`config.mk`:
```
export PLATFORM = sky130hd
export DESIGN_NAME = rf_wb_arbiter
export DESIGN_NICKNAME = d
export VERILOG_FILES = /design/src/rtl/rf_wb_arbiter_pkg.sv /design/src/rtl/rf_wb_arbiter_prio_fsm.sv /design/src/rtl/rf_wb_arbiter.sv
export SDC_FILE = /design/constraint.sdc
export NUM_CORES = 1
export LEC_CHECK = 0
export BUFFER_PORTS_ARGS = -buffer_cell sky130_fd_sc_hd__buf_2
export CORE_MARGIN = 10
export CORE_UTILIZATION = 40
export CTS_BUF_LIST = sky130_fd_sc_hd__clkbuf_16
export DETAILED_ROUTE_END_ITERATION = 12
export PLACE_DENSITY = 0.71
export SYNTH_ARGS = -nofsm -noshare
export SYNTH_HDL_FRONTEND = slang
export SYNTH_SLANG_ARGS = --single-unit
```
`constraint.sdc`:
```
create_clock -name clk -period 5.4 [get_ports clk]
set_input_delay 1.35 -clock clk [delete_from_list [all_inputs] [get_ports clk]]
set_output_delay 1.35 -clock clk [all_outputs]
set_load 0.01 [all_outputs]
```
`src/rtl/rf_wb_arbiter_pkg.sv`:
```
// Shared types and constants for the register-file writeback arbiter.
// Optional feature macro used by the top: RF_WB_PERF_EN.
package rf_wb_arbiter_pkg;

    typedef enum logic {
        PRIO_M = 1'b0,
        PRIO_A = 1'b1
    } prio_state_e;

    localparam int               RF_RW       = 4;
    localparam int               RF_DW       = 16;
    localparam logic [RF_RW-1:0] RF_ZERO_REG = 4'h0;

    function automatic logic [15:0] sat_inc16(input logic [15:0] v);
        return (v == 16'hFFFF) ? v : v + 16'd1;
    endfunction

endpackage

```
`src/rtl/rf_wb_arbiter_prio_fsm.sv`:
```
// Priority FSM for the writeback arbiter: M normally wins conflicts, A is
// promoted after STARVE_MAX consecutive lost conflict cycles.
module rf_wb_prio_fsm
    import rf_wb_arbiter_pkg::*;
#(
    parameter int STARVE_MAX = 3
) (
    input  logic clk,
    input  logic rst_n,
    input  logic a_valid,
    input  logic m_valid,
    input  logic a_grant,
    output logic prio_a
);

    localparam int            CW       = $clog2(STARVE_MAX + 1);
    localparam logic [CW-1:0] CNT_LAST = CW'(STARVE_MAX - 1);

    prio_state_e   state;
    logic [CW-1:0] starve_cnt;

    // The promotion fires on the loss that brings the count to STARVE_MAX,
    // so the counter never has to hold a value above STARVE_MAX-1.
    always_ff @(posedge clk or negedge rst_n) begin
        if (!rst_n) begin
            state      <= PRIO_M;
            starve_cnt <= '0;
            prio_a     <= 1'b0;
        end else begin
            case (state)
                PRIO_M: begin
                    if (a_grant) begin
                        starve_cnt <= '0;
                    end else if (a_valid && m_valid) begin
                        if (starve_cnt >= CNT_LAST) begin
                            state      <= PRIO_A;
                            prio_a     <= 1'b1;
                            starve_cnt <= '0;
                        end else begin
                            starve_cnt <= starve_cnt + CW'(1);
                        end
                    end
                end
                PRIO_A: begin
                    if (a_grant) begin
                        state      <= PRIO_M;
                        prio_a     <= 1'b0;
                        starve_cnt <= '0;
                    end
                end
                default: begin
                    state      <= PRIO_M;
                    prio_a     <= 1'b0;
                    starve_cnt <= '0;
                end
            endcase
        end
    end

endmodule

```
`src/rtl/rf_wb_arbiter.sv`:
```
// Two-port writeback arbiter in front of the register file write port.
// Define RF_WB_PERF_EN to add the perf_conflicts counter output.
module rf_wb_arbiter
    import rf_wb_arbiter_pkg::*;
#(
    parameter int STARVE_MAX = 3,
    parameter int DW         = RF_DW,
    parameter int RW         = RF_RW
) (
    input  logic          clk,
    input  logic          rst_n,
    input  logic          a_valid,
    output logic          a_ready,
    input  logic [RW-1:0] a_reg,
    input  logic [DW-1:0] a_data,
    input  logic          m_valid,
    output logic          m_ready,
    input  logic [RW-1:0] m_reg,
    input  logic [DW-1:0] m_data,
`ifdef RF_WB_PERF_EN
    output logic [15:0]   perf_conflicts,
`endif
    output logic          rf_we,
    output logic [RW-1:0] rf_dst,
    output logic [DW-1:0] rf_data
);

    logic          prio_a;
    logic          a_grant;
    logic          m_grant;
    logic [RW-1:0] sel_reg;
    logic [DW-1:0] sel_data;
    logic          wr_p0;
    logic          we_p1;
    logic [RW-1:0] dst_p1;
    logic [DW-1:0] data_p1;

    rf_wb_prio_fsm #(
        .STARVE_MAX(STARVE_MAX)
    ) u_prio_fsm (
        .clk    (clk),
        .rst_n  (rst_n),
        .a_valid(a_valid),
        .m_valid(m_valid),
        .a_grant(a_grant),
        .prio_a (prio_a)
    );

    // Stage p0: combinational grant and winner select
    assign a_grant  = a_valid & (~m_valid | prio_a);
    assign m_grant  = m_valid & ~a_grant;
    assign a_ready  = a_grant;
    assign m_ready  = m_grant;
    assign sel_reg  = a_grant ? a_reg  : m_reg;
    assign sel_data = a_grant ? a_data : m_data;
    assign wr_p0    = (a_grant | m_grant) && (sel_reg != RW'(RF_ZERO_REG));

    // Stage p1: registered write toward the register file
    always_ff @(posedge clk or negedge rst_n) begin
        if (!rst_n) begin
            we_p1   <= 1'b0;
            dst_p1  <= '0;
            data_p1 <= '0;
        end else begin
            we_p1 <= wr_p0;
            if (wr_p0) begin
                dst_p1  <= sel_reg;
                data_p1 <= sel_data;
            end
        end
    end

    assign rf_we   = we_p1;
    assign rf_dst  = dst_p1;
    assign rf_data = data_p1;

`ifdef RF_WB_PERF_EN
    always_ff @(posedge clk or negedge rst_n) begin
        if (!rst_n) begin
            perf_conflicts <= 16'd0;
        end else if (a_valid && m_valid) begin
            perf_conflicts <= sat_inc16(perf_conflicts);
        end
    end
`endif

endmodule

```
# Yosys cells after proc, flatten, opt, wreduce, memory -nomap -nowiden
# Index checks and enable logic that the tools add are counted.
dict set report classes {
  n_bitwise 7
  n_eq_ne 5
  muxes 17
  reduce_logical 5
  order_cmp 1
  n_addsub 1
}
# op count
set op_table {}
lappend op_table {{16-bit two-way mux} 1}
lappend op_table {{1-bit two-way mux} 8}
lappend op_table {{2-bit two-way mux} 4}
lappend op_table {{4-bit two-way mux} 1}
lappend op_table {{2-bit by 1-bit inequality test with 1-bit output (second input constant)} 2}
lappend op_table {{2-bit inequality test (second input constant)} 2}
lappend op_table {{1-bit one-hot mux with 2 select lines} 2}
lappend op_table {{2-bit one-hot mux with 2 select lines} 1}
lappend op_table {{4-bit AND reduction} 1}
lappend op_table {{4-bit nonzero test} 1}
lappend op_table {{3-bit by 2-bit inequality test with 1-bit output (second input constant)} 1}
lappend op_table {{1-bit inverter} 3}
lappend op_table {{2-bit by 1-bit adder with 2-bit output (second input constant)} 1}
lappend op_table {{1-bit AND} 2}
lappend op_table {{2-bit greater-or-equal comparator (second input constant)} 1}
lappend op_table {{1-bit logical AND} 2}
lappend op_table {{1-bit bitwise OR} 2}
lappend op_table {{2-bit AND reduction} 1}
dict set report word_totals {
  inputBits 44
  register_bits 25
  output_inout_bits 23
}

# Logic depth before layout (Yosys ltp)
# Gate-level depths: netlist of the first run.
dict set report depth {
  depth_word 7
  mapped_depth 9
  ltp_nobuf 7
}

# Cells and area by module
# From an unflattened synthesis of the first run, not the netlist that was laid out.
dict set report unflattened {
  cells_unflattened 96
  area_unflattened_um2 1311.3
}
# module area_each_um2 n_inst cells_each seq_area_each_um2
set modules_own_cells {}
lappend modules_own_cells {rf_wb_arbiter 1118.6 1 80 525.5}
lappend modules_own_cells {rf_wb_prio_fsm 192.7 1 16 100.1}

# Worst setup path before layout of the first run
# OpenSTA, ideal clock, no wires.
dict set report synth_path {
  path_kind {in2out}
  from {in m_valid}
  to {out m_ready}
  required_ns 4.050
  setup_slack_ns 1.978
  arrival_ns 2.072
  path_stages 6
  path_buffers 2
  path_cell_list {nand2b_2 and2_4 buf_6 inv_2 buf_6 and2_1}
}
dict set report synth_via {
  elab_chain_cells 5
}
# element line
set synth_rtl {}
lappend synth_rtl {{from (decl)} rf_wb_arbiter.sv:16} ;# input logic m_valid,
lappend synth_rtl {{1-bit inverter} rf_wb_arbiter.sv:50} ;# assign a_grant = a_valid & (~m_valid | prio_a);
lappend synth_rtl {{1-bit bitwise OR} rf_wb_arbiter.sv:50}
lappend synth_rtl {{1-bit AND} rf_wb_arbiter.sv:50}
lappend synth_rtl {{named net a_ready} rf_wb_arbiter.sv:13} ;# output logic a_ready,
lappend synth_rtl {{1-bit inverter} rf_wb_arbiter.sv:51} ;# assign m_grant = m_valid & ~a_grant;
lappend synth_rtl {{1-bit AND} rf_wb_arbiter.sv:51}
lappend synth_rtl {{to (decl)} rf_wb_arbiter.sv:17} ;# output logic m_ready,
# The timed path passes the listed nets, and every way through them passes these cells.

# Worst setup path in the final report of the first run
dict set report layout_path {
  from {in m_valid}
  to {out m_ready}
}
dict set report layout_via {
  elab_chain_cells 5
}
# element line
set layout_rtl {}
lappend layout_rtl {{1-bit inverter} rf_wb_arbiter.sv:50}
lappend layout_rtl {{1-bit bitwise OR} rf_wb_arbiter.sv:50}
lappend layout_rtl {{1-bit AND} rf_wb_arbiter.sv:50}
lappend layout_rtl {{1-bit inverter} rf_wb_arbiter.sv:51}
lappend layout_rtl {{1-bit AND *} rf_wb_arbiter.sv:51}
# Mark *: on every way between the ends. The rest lies on a longest branch, timed or not.

==> flow_metrics.env, run 1 <==
export IMPL_syn_cell_area_mm2=0.00135
export IMPL_timing_rr_end="rf_data[6]"
export IMPL_clock_latency_ns=0.25
export IMPL_gr_usage_met3_pct=4.21
export IMPL_drive_gt1_share_pct=67.3
export IMPL_io_buffer_count=66
export IMPL_synth_warnings=0
export IMPL_drt_antenna_violating_nets=0
export IMPL_post_cts_setup_buffers=0
export IMPL_cp_max_fo=22
export IMPL_crit_required_ns=4.05
export IMPL_max_stage_delay_ns=0.34
export IMPL_core_mm2=0.00328
export IMPL_cts_resized_gates=0
export IMPL_seq_area_frac_synth_pct=46.5
export IMPL_worstPathCellList="buf_2 -> nand2b_2 -> and2_4 -> inv_2 -> and2_1 -> buf_2"
export IMPL_syn_nets=144
export IMPL_max_cap_violations=0
export IMPL_grt_met2_usage_pct=17.9
export IMPL_worst_pin_slew_ns=0.647
export IMPL_grt_overflow_total=0
export IMPL_die_w_um=78.0
export IMPL_ir_worst_vdd_v=0.000123
export IMPL_vias=1027
export IMPL_gp_congestion=0.748
export IMPL_boundaryPins=67
export IMPL_path_depth=6
export IMPL_synth_seq_cells=25
export IMPL_dp_hpwl_um=2710
export IMPL_routed_via_density=4.87
export IMPL_antenna_found_initial=0
export IMPL_multiInputGateArea_um2=642
export IMPL_fin_crit_ns=3.82
export IMPL_root_buffer="clkbuf_16"
export IMPL_drv_slew=0
export IMPL_finalCritPeriodShare_pct=70.7
export IMPL_worst_slew_margin_rel_pct=56.7
export IMPL_skew_ns=0.00292
export IMPL_crit_slowest_cell="inv_2"
export IMPL_drtIter0Drc=40
export IMPL_grt_max_degree=26
export IMPL_start_util_pct=41.0
export IMPL_rsz0062_at_grt="false"
export IMPL_arrival_ns=2.47
export IMPL_cp_top_family="buffers and inverters"
export IMPL_dpl_cell_area_mm2=0.00169
export IMPL_synth_cells=99
export IMPL_cts_tree="done"
export IMPL_route_detailed_drc=0
export IMPL_routedWlPerCell_um=15.9
export IMPL_status="finished, final reports clean"
export IMPL_clk_pin_slew_worst_paths_ns=0.06
export IMPL_finalWorstSetupSlack_ns=1.58
export IMPL_dieArea_mm2=0.00609
export IMPL_fmax_ghz=0.262
export IMPL_path_class="primary input to output port"
export IMPL_r2r_slack_ns=3.22
export IMPL_regArea_um2=626
export IMPL_cp_start_kind="primary input"
export IMPL_std_cell_rows=21
export IMPL_critical_path_buf_inv_count=3
export IMPL_stdcell_area_mm2=0.00177
export IMPL_firstDrtPassIters=3
export IMPL_setup_viol=0
export IMPL_grt_pass1_wl_um=5620
export IMPL_gr_max_usage_layer="met2"
export IMPL_crit_top_cell="buf_2"
export IMPL_end_kind="output port"
export IMPL_nFillCells=285
export IMPL_grt_usage_pct=10.8
export IMPL_avgSynthCellArea_um2=13.6
export IMPL_p_per_area_mw_per_mm2=337
export IMPL_numCtsBuffers=3
export IMPL_die_h_um=78.0
export IMPL_met1_usage_pct=13.2
export IMPL_min_path_cells=2
export IMPL_grt_pass1_vias=1173
export IMPL_reg2reg_from="u_prio_fsm.prio_a"
export IMPL_min_from="u_prio_fsm.starve_cnt[0]"
export IMPL_ctsHtreeMaxLevel=1
export IMPL_area_growth_pct=31.3
export IMPL_hold_path_class="flop to flop"
export IMPL_totalWireLength_um=3350
export IMPL_cts_hold_buf=0
export IMPL_num_antenna_cells=0
export IMPL_p_leak_nw=0.898
export IMPL_clk_path_buf_depth=2
export IMPL_tns_ns=0
export IMPL_cts_sinks=25
export IMPL_nNetsFinal=211
export IMPL_min_to="u_prio_fsm.starve_cnt[0]"
export IMPL_finalHoldViolCount=0
export IMPL_synth_cell_type_count=22
export IMPL_r2r_cells=5
export IMPL_place_ws_ns=1.57
-- power breakdown --
part / internal [mW] / switching [mW]
registers: 0.225 / 0.0243
clock network: 0.100 / 0.0607
logic: 0.103 / 0.0832
total: 0.428 / 0.168
-- layout by cell type (no fill, tap or decap), types with 2 or more instances in the layout --
cell type	n
a21oi_1	2
buf_2	66
clkbuf_16	3
dfrtp_1	25
inv_1	5
mux2_2	19
mux2_4	16
nand2_1	5
nand3_1	3
nor2_1	2
o211ai_1	3
o21ai_0	2
or4_1	2
-- registers in the layout (all words and copies together), names as in the netlist --
name / count
rf_dst: 4
rf_data: 16
rf_we: 1
u_prio_fsm.prio_a: 1
u_prio_fsm.starve_cnt: 2
u_prio_fsm.state: 1
-- final cells by class --
cell class,instances,area share [%]
well taps,46,3.26
repair buffers,67,19.1
clock inverters,1,0.425
multi-input cells,63,36.3
clock buffers,3,4.25
inverters,6,1.27
flip-flops and latches,25,35.4
-- worst max path at each step --
stage	from	end	slack, ns
final	m_valid	m_ready	1.58
after global routing	m_valid	m_ready	1.45
after CTS	m_valid	m_ready	1.56
after detailed placement	m_valid	m_ready	1.57
after global placement	m_valid	m_ready	1.64
after floorplan	m_valid	m_ready	1.98
-- synthesized netlist by cell type, drive strengths merged --
library cell / instances / share of area [%]
mux2: 35 / 34
dfrtp: 25 / 46
inv: 6 / 1.7
buf: 5 / 4.2
nand2: 5 / 1.4
a21oi: 3 / 1.4
nand3: 3 / 1.1
o211ai: 3 / 1.7
and2: 2 / 1.1
nor2: 2 / 0.56
o21ai: 2 / 0.74
or4: 2 / 1.1
a211oi: 1 / 1.5
a2bb2oi: 1 / 0.65
a41oi: 1 / 0.65
ha: 1 / 0.93
nand2b: 1 / 0.65
nor4: 1 / 0.46
-- metrics by stage --
| step | utilization [%] | instances | power (mW) | hold WS [ns] |
|---|---|---|---|---|
| 3_3_place_gp | 51.3 | 207 | 0.433 | 0.467 |
| 6_report | 53.8 | 211 | 0.597 | 0.488 |
| 2_1_floorplan | - | 99 | 0.377 | 0.450 |
| 4_1_cts | 53.8 | 211 | 0.603 | 0.495 |
| 3_5_place_dp | 51.3 | 207 | 0.440 | 0.481 |
| 5_1_grt | 53.8 | 211 | 0.633 | 0.515 |
-- kinds of logic after synthesis --
group,synth area share [%]
multiplexers,33.7
flip-flops,46.5
AND/OR/NAND/NOR,6.41
AO/OA/AOI/OAI,6.60
buffers and inverters,5.85
adder cells (fa/ha/maj),0.929
-- metal layers --
layer	vias up	part of all wire (%)
li1	487	-
met1	494	44
met2	44	45
met3	2	10
met4	0	0.36
met5	-	0
-- worst reg2reg max path: stages, from the launching register on --
cell      delay [ns]
dfrtp_1         0.39
nand2b_2        0.21
and2_4          0.20
a211oi_4        0.58
buf_4           0.36
mux2_4          0.33
Note: power is estimated with default switching activity, not from simulation.
==> run 2: changes to the inputs <==
Settings changed: PLACE_DENSITY 0.71 to 0.74.
Clock period 5.4 ns to 3.5 ns, I/O delays scaled along.
==> run 2 against run 1 <==
  * Core utilization fell by 0.076 points
  * Design area fell by 0.14%
  * Combinational power grew 53%
  * Critical path type unchanged
  * Critical endpoint unchanged
==> flow_metrics.env, run 2 (same netlist as run 1, synthesis figures left out) <==
export IMPL_status="finished, final reports clean"
export IMPL_die_h_um=78.0
export IMPL_drt_antenna_violating_nets=0
export IMPL_hold_slack_ns=0.505
export IMPL_io_buffer_count=66
export IMPL_clk_path_buf_depth=2
export IMPL_fin_crit_ns=2.86
export IMPL_drtIter0Drc=31
export IMPL_arrival_ns=1.98
export IMPL_met2_length_um=1520
export IMPL_drive_gt1_share_pct=67.3
export IMPL_routedWlPerCell_um=16.1
export IMPL_grt_pass1_vias=1150
export IMPL_grt_max_degree=26
export IMPL_clock_latency_ns=0.25
export IMPL_post_cts_setup_buffers=0
export IMPL_worst_slew_margin_rel_pct=63.1
export IMPL_clockPowerShare_pct=27.2
export IMPL_cts_sinks=25
export IMPL_boundaryPins=67
export IMPL_antenna_found_initial=0
export IMPL_p_int_mw=0.660
export IMPL_crit_slowest_cell="inv_2"
export IMPL_largest_reg_flops=16
export IMPL_ctsHtreeMaxLevel=1
export IMPL_p_per_area_mw_per_mm2=522
export IMPL_r2r_cells=7
export IMPL_routed_via_density=4.87
export IMPL_skew_ns=0.00434
export IMPL_gp_congestion=0.799
export IMPL_cts_hold_buf=0
export IMPL_dp_hpwl_um=2710
export IMPL_dieArea_mm2=0.00609
export IMPL_p_leak_nw=0.902
export IMPL_start_util_pct=41.0
export IMPL_grt_pass1_wl_um=5620
export IMPL_crit_top_cell="buf_2"
export IMPL_num_antenna_cells=0
export IMPL_setup_viol=0
export IMPL_cp_start_kind="primary input"
export IMPL_switching_power_mw=0.261
export IMPL_finalCritPeriodShare_pct=81.6
export IMPL_firstDrtPassIters=4
export IMPL_min_path_cells=1
export IMPL_route_detailed_drc=0
export IMPL_finalHoldViolCount=0
export IMPL_end_kind="output port"
export IMPL_tns_ns=0
export IMPL_vias=1027
export IMPL_cts_tree="done"
export IMPL_std_cell_rows=21
export IMPL_layout_common_cells="buf_2, dfrtp_1, mux2_2"
export IMPL_highest_layer="met4"
export IMPL_swShare_pct=28.4
export IMPL_max_stage_delay_ns=0.34
export IMPL_r2r_slack_ns=1.33
export IMPL_die_w_um=78.0
export IMPL_drt_met1_wl_um=1430
export IMPL_hold_path_class="flop to flop"
export IMPL_worst_pin_slew_ns=0.553
export IMPL_final_common_cell="buf_2"
export IMPL_cts_resized_gates=0
export IMPL_ir_worst_vdd_v=0.000215
export IMPL_nNetsFinal=211
export IMPL_grt_usage_pct=11.0
export IMPL_totalWireLength_um=3390
export IMPL_fmax_ghz=0.350
export IMPL_root_buffer="clkbuf_16"
export IMPL_p_comb_share_pct=31.0
export IMPL_max_cap_violations=0
export IMPL_crit_required_ns=2.62
export IMPL_clk_pin_slew_worst_paths_ns=0.07
export IMPL_grt_overflow_total=0
export IMPL_dr_wl_met3_um=382
export IMPL_drv_slew=0
export IMPL_cp_max_fo=22
export IMPL_numCtsBuffers=3
export IMPL_path_class="primary input to output port"
export IMPL_rsz0062_at_grt="false"
export IMPL_worstPathCellList="buf_2 -> nand2b_2 -> and2_4 -> inv_2 -> and2_1 -> buf_2"
export IMPL_seq_power_share_pct=41.9
export IMPL_area_growth_pct=31.1
export IMPL_core_mm2=0.00328
run 2: cell types whose count changed in the layout (fill, tap and decap cells not counted):
cell        before  now
clkinv_2         0    1
clkinvlp_4       1    0
run 2: worst max-delay path: cells and delay by family:
kind / cells / cell delay [ns]
buf+inv: 3 / 0.63
simple gates: 3 / 0.48
run 2: through the flow:
stage          cell area [um^2]  setup WS [ns]  std cells  utilization (%)  total power [mW]
6_report                   1770          0.643        211             53.8             0.921
2_1_floorplan              1350          0.980         99                -             0.582
5_1_grt                    1770          0.550        211             53.8             0.978
3_5_place_dp               1690          0.618        207             51.3             0.679
4_1_cts                    1770          0.615        211             53.8             0.928
3_3_place_gp               1690          0.680        207             51.3             0.667
run 2: routing by layer:
| layer | GRT usage (%) | vias to the layer above |
|---|---|---|
| li1 | - | 485 |
| met1 | 13.7 | 483 |
| met2 | 16.7 | 55 |
| met3 | 4.10 | 4 |
| met4 | 4.48 | 0 |
| met5 | 0 | - |
run 2: area by class of cell:
type                    count  area (um^2)
clock buffers               3         75.1
multi-input cells          63          642
clock inverters             1         5.00
fillers                   285         1520
inverters                   6         22.5
flip-flops and latches     25          626
well taps                  46         57.6
repair buffers             67          338
run 2: worst paths after layout:
kind | end | start
worst max-delay path | m_ready | m_valid
worst min-delay path | rf_data[9] | rf_data[9]
worst max register to register | u_prio_fsm.starve_cnt[0] | u_prio_fsm.prio_a
worst min register to register | rf_data[9] | rf_data[9]
max in group asynchronous | u_prio_fsm.state | rst_n
min in group asynchronous | rf_data[3] | rst_n
run 2: power groups by stage:
stage	Clock, mW	Sequential [mW]	Combinational (mW)
2_1_floorplan	0	0.404	0.178
3_3_place_gp	0	0.385	0.281
3_5_place_dp	0	0.388	0.291
4_1_cts	0.252	0.385	0.291
5_1_grt	0.271	0.393	0.313
6_report	0.250	0.386	0.285
==> run 3: changes to the inputs <==
Settings changed: PLACE_DENSITY 0.74 to 0.71.
Clock period 3.5 ns to 2.9 ns, I/O delays scaled along.
==> run 3 against run 2 <==
  * Global-route usage fell by 0.052 points
  * Clock-buffer cell count unchanged
  * Power increased by 21%
  * Via count is 0.19% higher
  * Largest cell class unchanged
  * Largest power group unchanged
  * Die area unchanged
  * Cell count up 0.47%
  * First-iteration DRC count up 23%
  * Critical path depth unchanged
  * Core utilization grew 0.30 points
  * Critical path type unchanged
  * Combinational power up 22%
  * Design area rose by 0.57%
  * Worst hold slack got worse by 0.056 ns
==> flow_metrics.env, run 3 (same netlist as run 1, synthesis figures left out) <==
export IMPL_nFillCells=284
export IMPL_route_detailed_drc=0
export IMPL_start_util_pct=41.0
export IMPL_worstPathCellList="buf_2 -> nand2b_2 -> and2_4 -> inv_2 -> and2_1 -> buf_2"
export IMPL_std_cell_rows=21
export IMPL_totalWireLength_um=3330
export IMPL_routed_via_density=4.85
export IMPL_worst_pin_slew_ns=0.546
export IMPL_r2r_cells=7
export IMPL_fmax_ghz=0.442
export IMPL_clk_path_buf_depth=2
export IMPL_cts_sinks=25
export IMPL_clock_latency_ns=0.25
export IMPL_met2_length_um=1530
export IMPL_grt_usage_pct=10.9
export IMPL_path_class="primary input to output port"
export IMPL_num_antenna_cells=0
export IMPL_gp_congestion=0.771
export IMPL_cts_tree="done"
export IMPL_critPathLaunch="m_valid"
export IMPL_cp_max_fo=7
export IMPL_max_stage_delay_ns=0.20
export IMPL_finalPower_mw=1.12
export IMPL_grt_max_degree=26
export IMPL_drive_gt1_share_pct=67.5
export IMPL_root_buffer="clkbuf_16"
export IMPL_p_leak_nw=0.903
export IMPL_cts_resized_gates=0
export IMPL_grt_overflow_total=0
export IMPL_numCtsBuffers=3
export IMPL_tns_ns=0
export IMPL_dieArea_mm2=0.00609
export IMPL_layout_common_cells="buf_2, dfrtp_1, mux2_2"
export IMPL_boundaryPins=67
export IMPL_routedWlPerCell_um=15.7
export IMPL_clk_pin_slew_worst_paths_ns=0.06
export IMPL_critical_path_buf_inv_count=3
export IMPL_arrival_ns=1.54
export IMPL_instances_no_fill=212
export IMPL_vias=1029
export IMPL_finalCritPeriodShare_pct=78.0
export IMPL_worst_slew_margin_rel_pct=63.6
export IMPL_crit_top_cell="buf_2"
export IMPL_fin_crit_ns=2.26
export IMPL_p_per_area_mw_per_mm2=629
export IMPL_nNetsFinal=212
export IMPL_firstDrtPassIters=4
export IMPL_finalHoldViolCount=0
export IMPL_die_h_um=78.0
export IMPL_path_depth=6
export IMPL_io_buffer_count=66
export IMPL_ctsHtreeMaxLevel=1
export IMPL_drt_antenna_violating_nets=0
export IMPL_timing_rr_end="u_prio_fsm.starve_cnt[0]"
export IMPL_largest_reg_flops=16
export IMPL_drt_met1_wl_um=1400
export IMPL_core_mm2=0.00328
export IMPL_r2r_slack_ns=0.93
export IMPL_status="finished, final reports clean"
export IMPL_highest_layer="met4"
export IMPL_final_core_util_pct=54.1
export IMPL_dr_wl_met3_um=382
export IMPL_dp_cells=208
export IMPL_grt_pass1_wl_um=5620
export IMPL_stdcell_area_mm2=0.00178
export IMPL_post_cts_setup_buffers=0
export IMPL_cp_start_kind="primary input"
export IMPL_end_kind="output port"
export IMPL_crit_slowest_cell="and2_4"
export IMPL_finalWorstSetupSlack_ns=0.639
export IMPL_hold_path_class="primary input to async pin"
export IMPL_rsz0062_at_grt="false"
export IMPL_skew_ns=0.00163
export IMPL_antenna_found_initial=0
export IMPL_grt_pass1_vias=1187
export IMPL_ir_worst_vdd_v=0.000325
export IMPL_drtIter0Drc=38
export IMPL_cp_top_family="simple AND/OR/NAND/NOR gates"
export IMPL_setup_viol=0
export IMPL_cts_hold_buf=0
export IMPL_reg2reg_from="u_prio_fsm.prio_a"
export IMPL_final_common_cell="buf_2"
export IMPL_die_w_um=78.0
export IMPL_dpl_cell_area_mm2=0.00169
export IMPL_place_ws_ns=0.478
export IMPL_max_cap_violations=0
export IMPL_dp_hpwl_um=2690
export IMPL_hold_slack_ns=0.449
export IMPL_drv_slew=0
export IMPL_area_growth_pct=31.9
export IMPL_crit_required_ns=2.17
run 3: cell type report:
type / count / area, um^2 / area share, %
well taps: 46 / 57.6 / 3.24
clock buffers: 3 / 75.1 / 4.23
inverters: 6 / 22.5 / 1.27
clock inverters: 1 / 7.51 / 0.423
repair buffers: 68 / 345 / 19.5
flip-flops and latches: 25 / 626 / 35.2
multi-input cells: 63 / 642 / 36.2
run 3: power breakdown:
group	leakage (nW)	switching (mW)	internal (mW)	total, mW
registers	0.299	0.0460	0.420	0.466
logic	0.567	0.154	0.193	0.347
clock network	0.0371	0.118	0.187	0.305
run 3: worst register-to-register path, delay by kind of cell (launching register included):
kind	cells	cell delay (ns)
and+or+nand+nor	3	0.85
DFF	1	0.36
buffers and inverters	1	0.07
adders and majority gates	1	0.20
muxes	1	0.28
AOI/OAI and AO/OA	1	0.13
run 3: worst max path at each step:
stage                                    end  slack [ns]
floorplan           u_prio_fsm.starve_cnt[0]        0.53
global placement    u_prio_fsm.starve_cnt[0]        0.55
detailed placement  u_prio_fsm.starve_cnt[0]        0.48
CTS                                  m_ready        0.65
global route                         m_ready        0.61
finish                               m_ready        0.64
run 3: layer usage:
metal / vias to the layer above / track usage (%)
met5: - / 0
li1: 486 / -
met1: 493 / 12.2
met3: 2 / 5.92
met2: 48 / 18.4
met4: 0 / 1.61
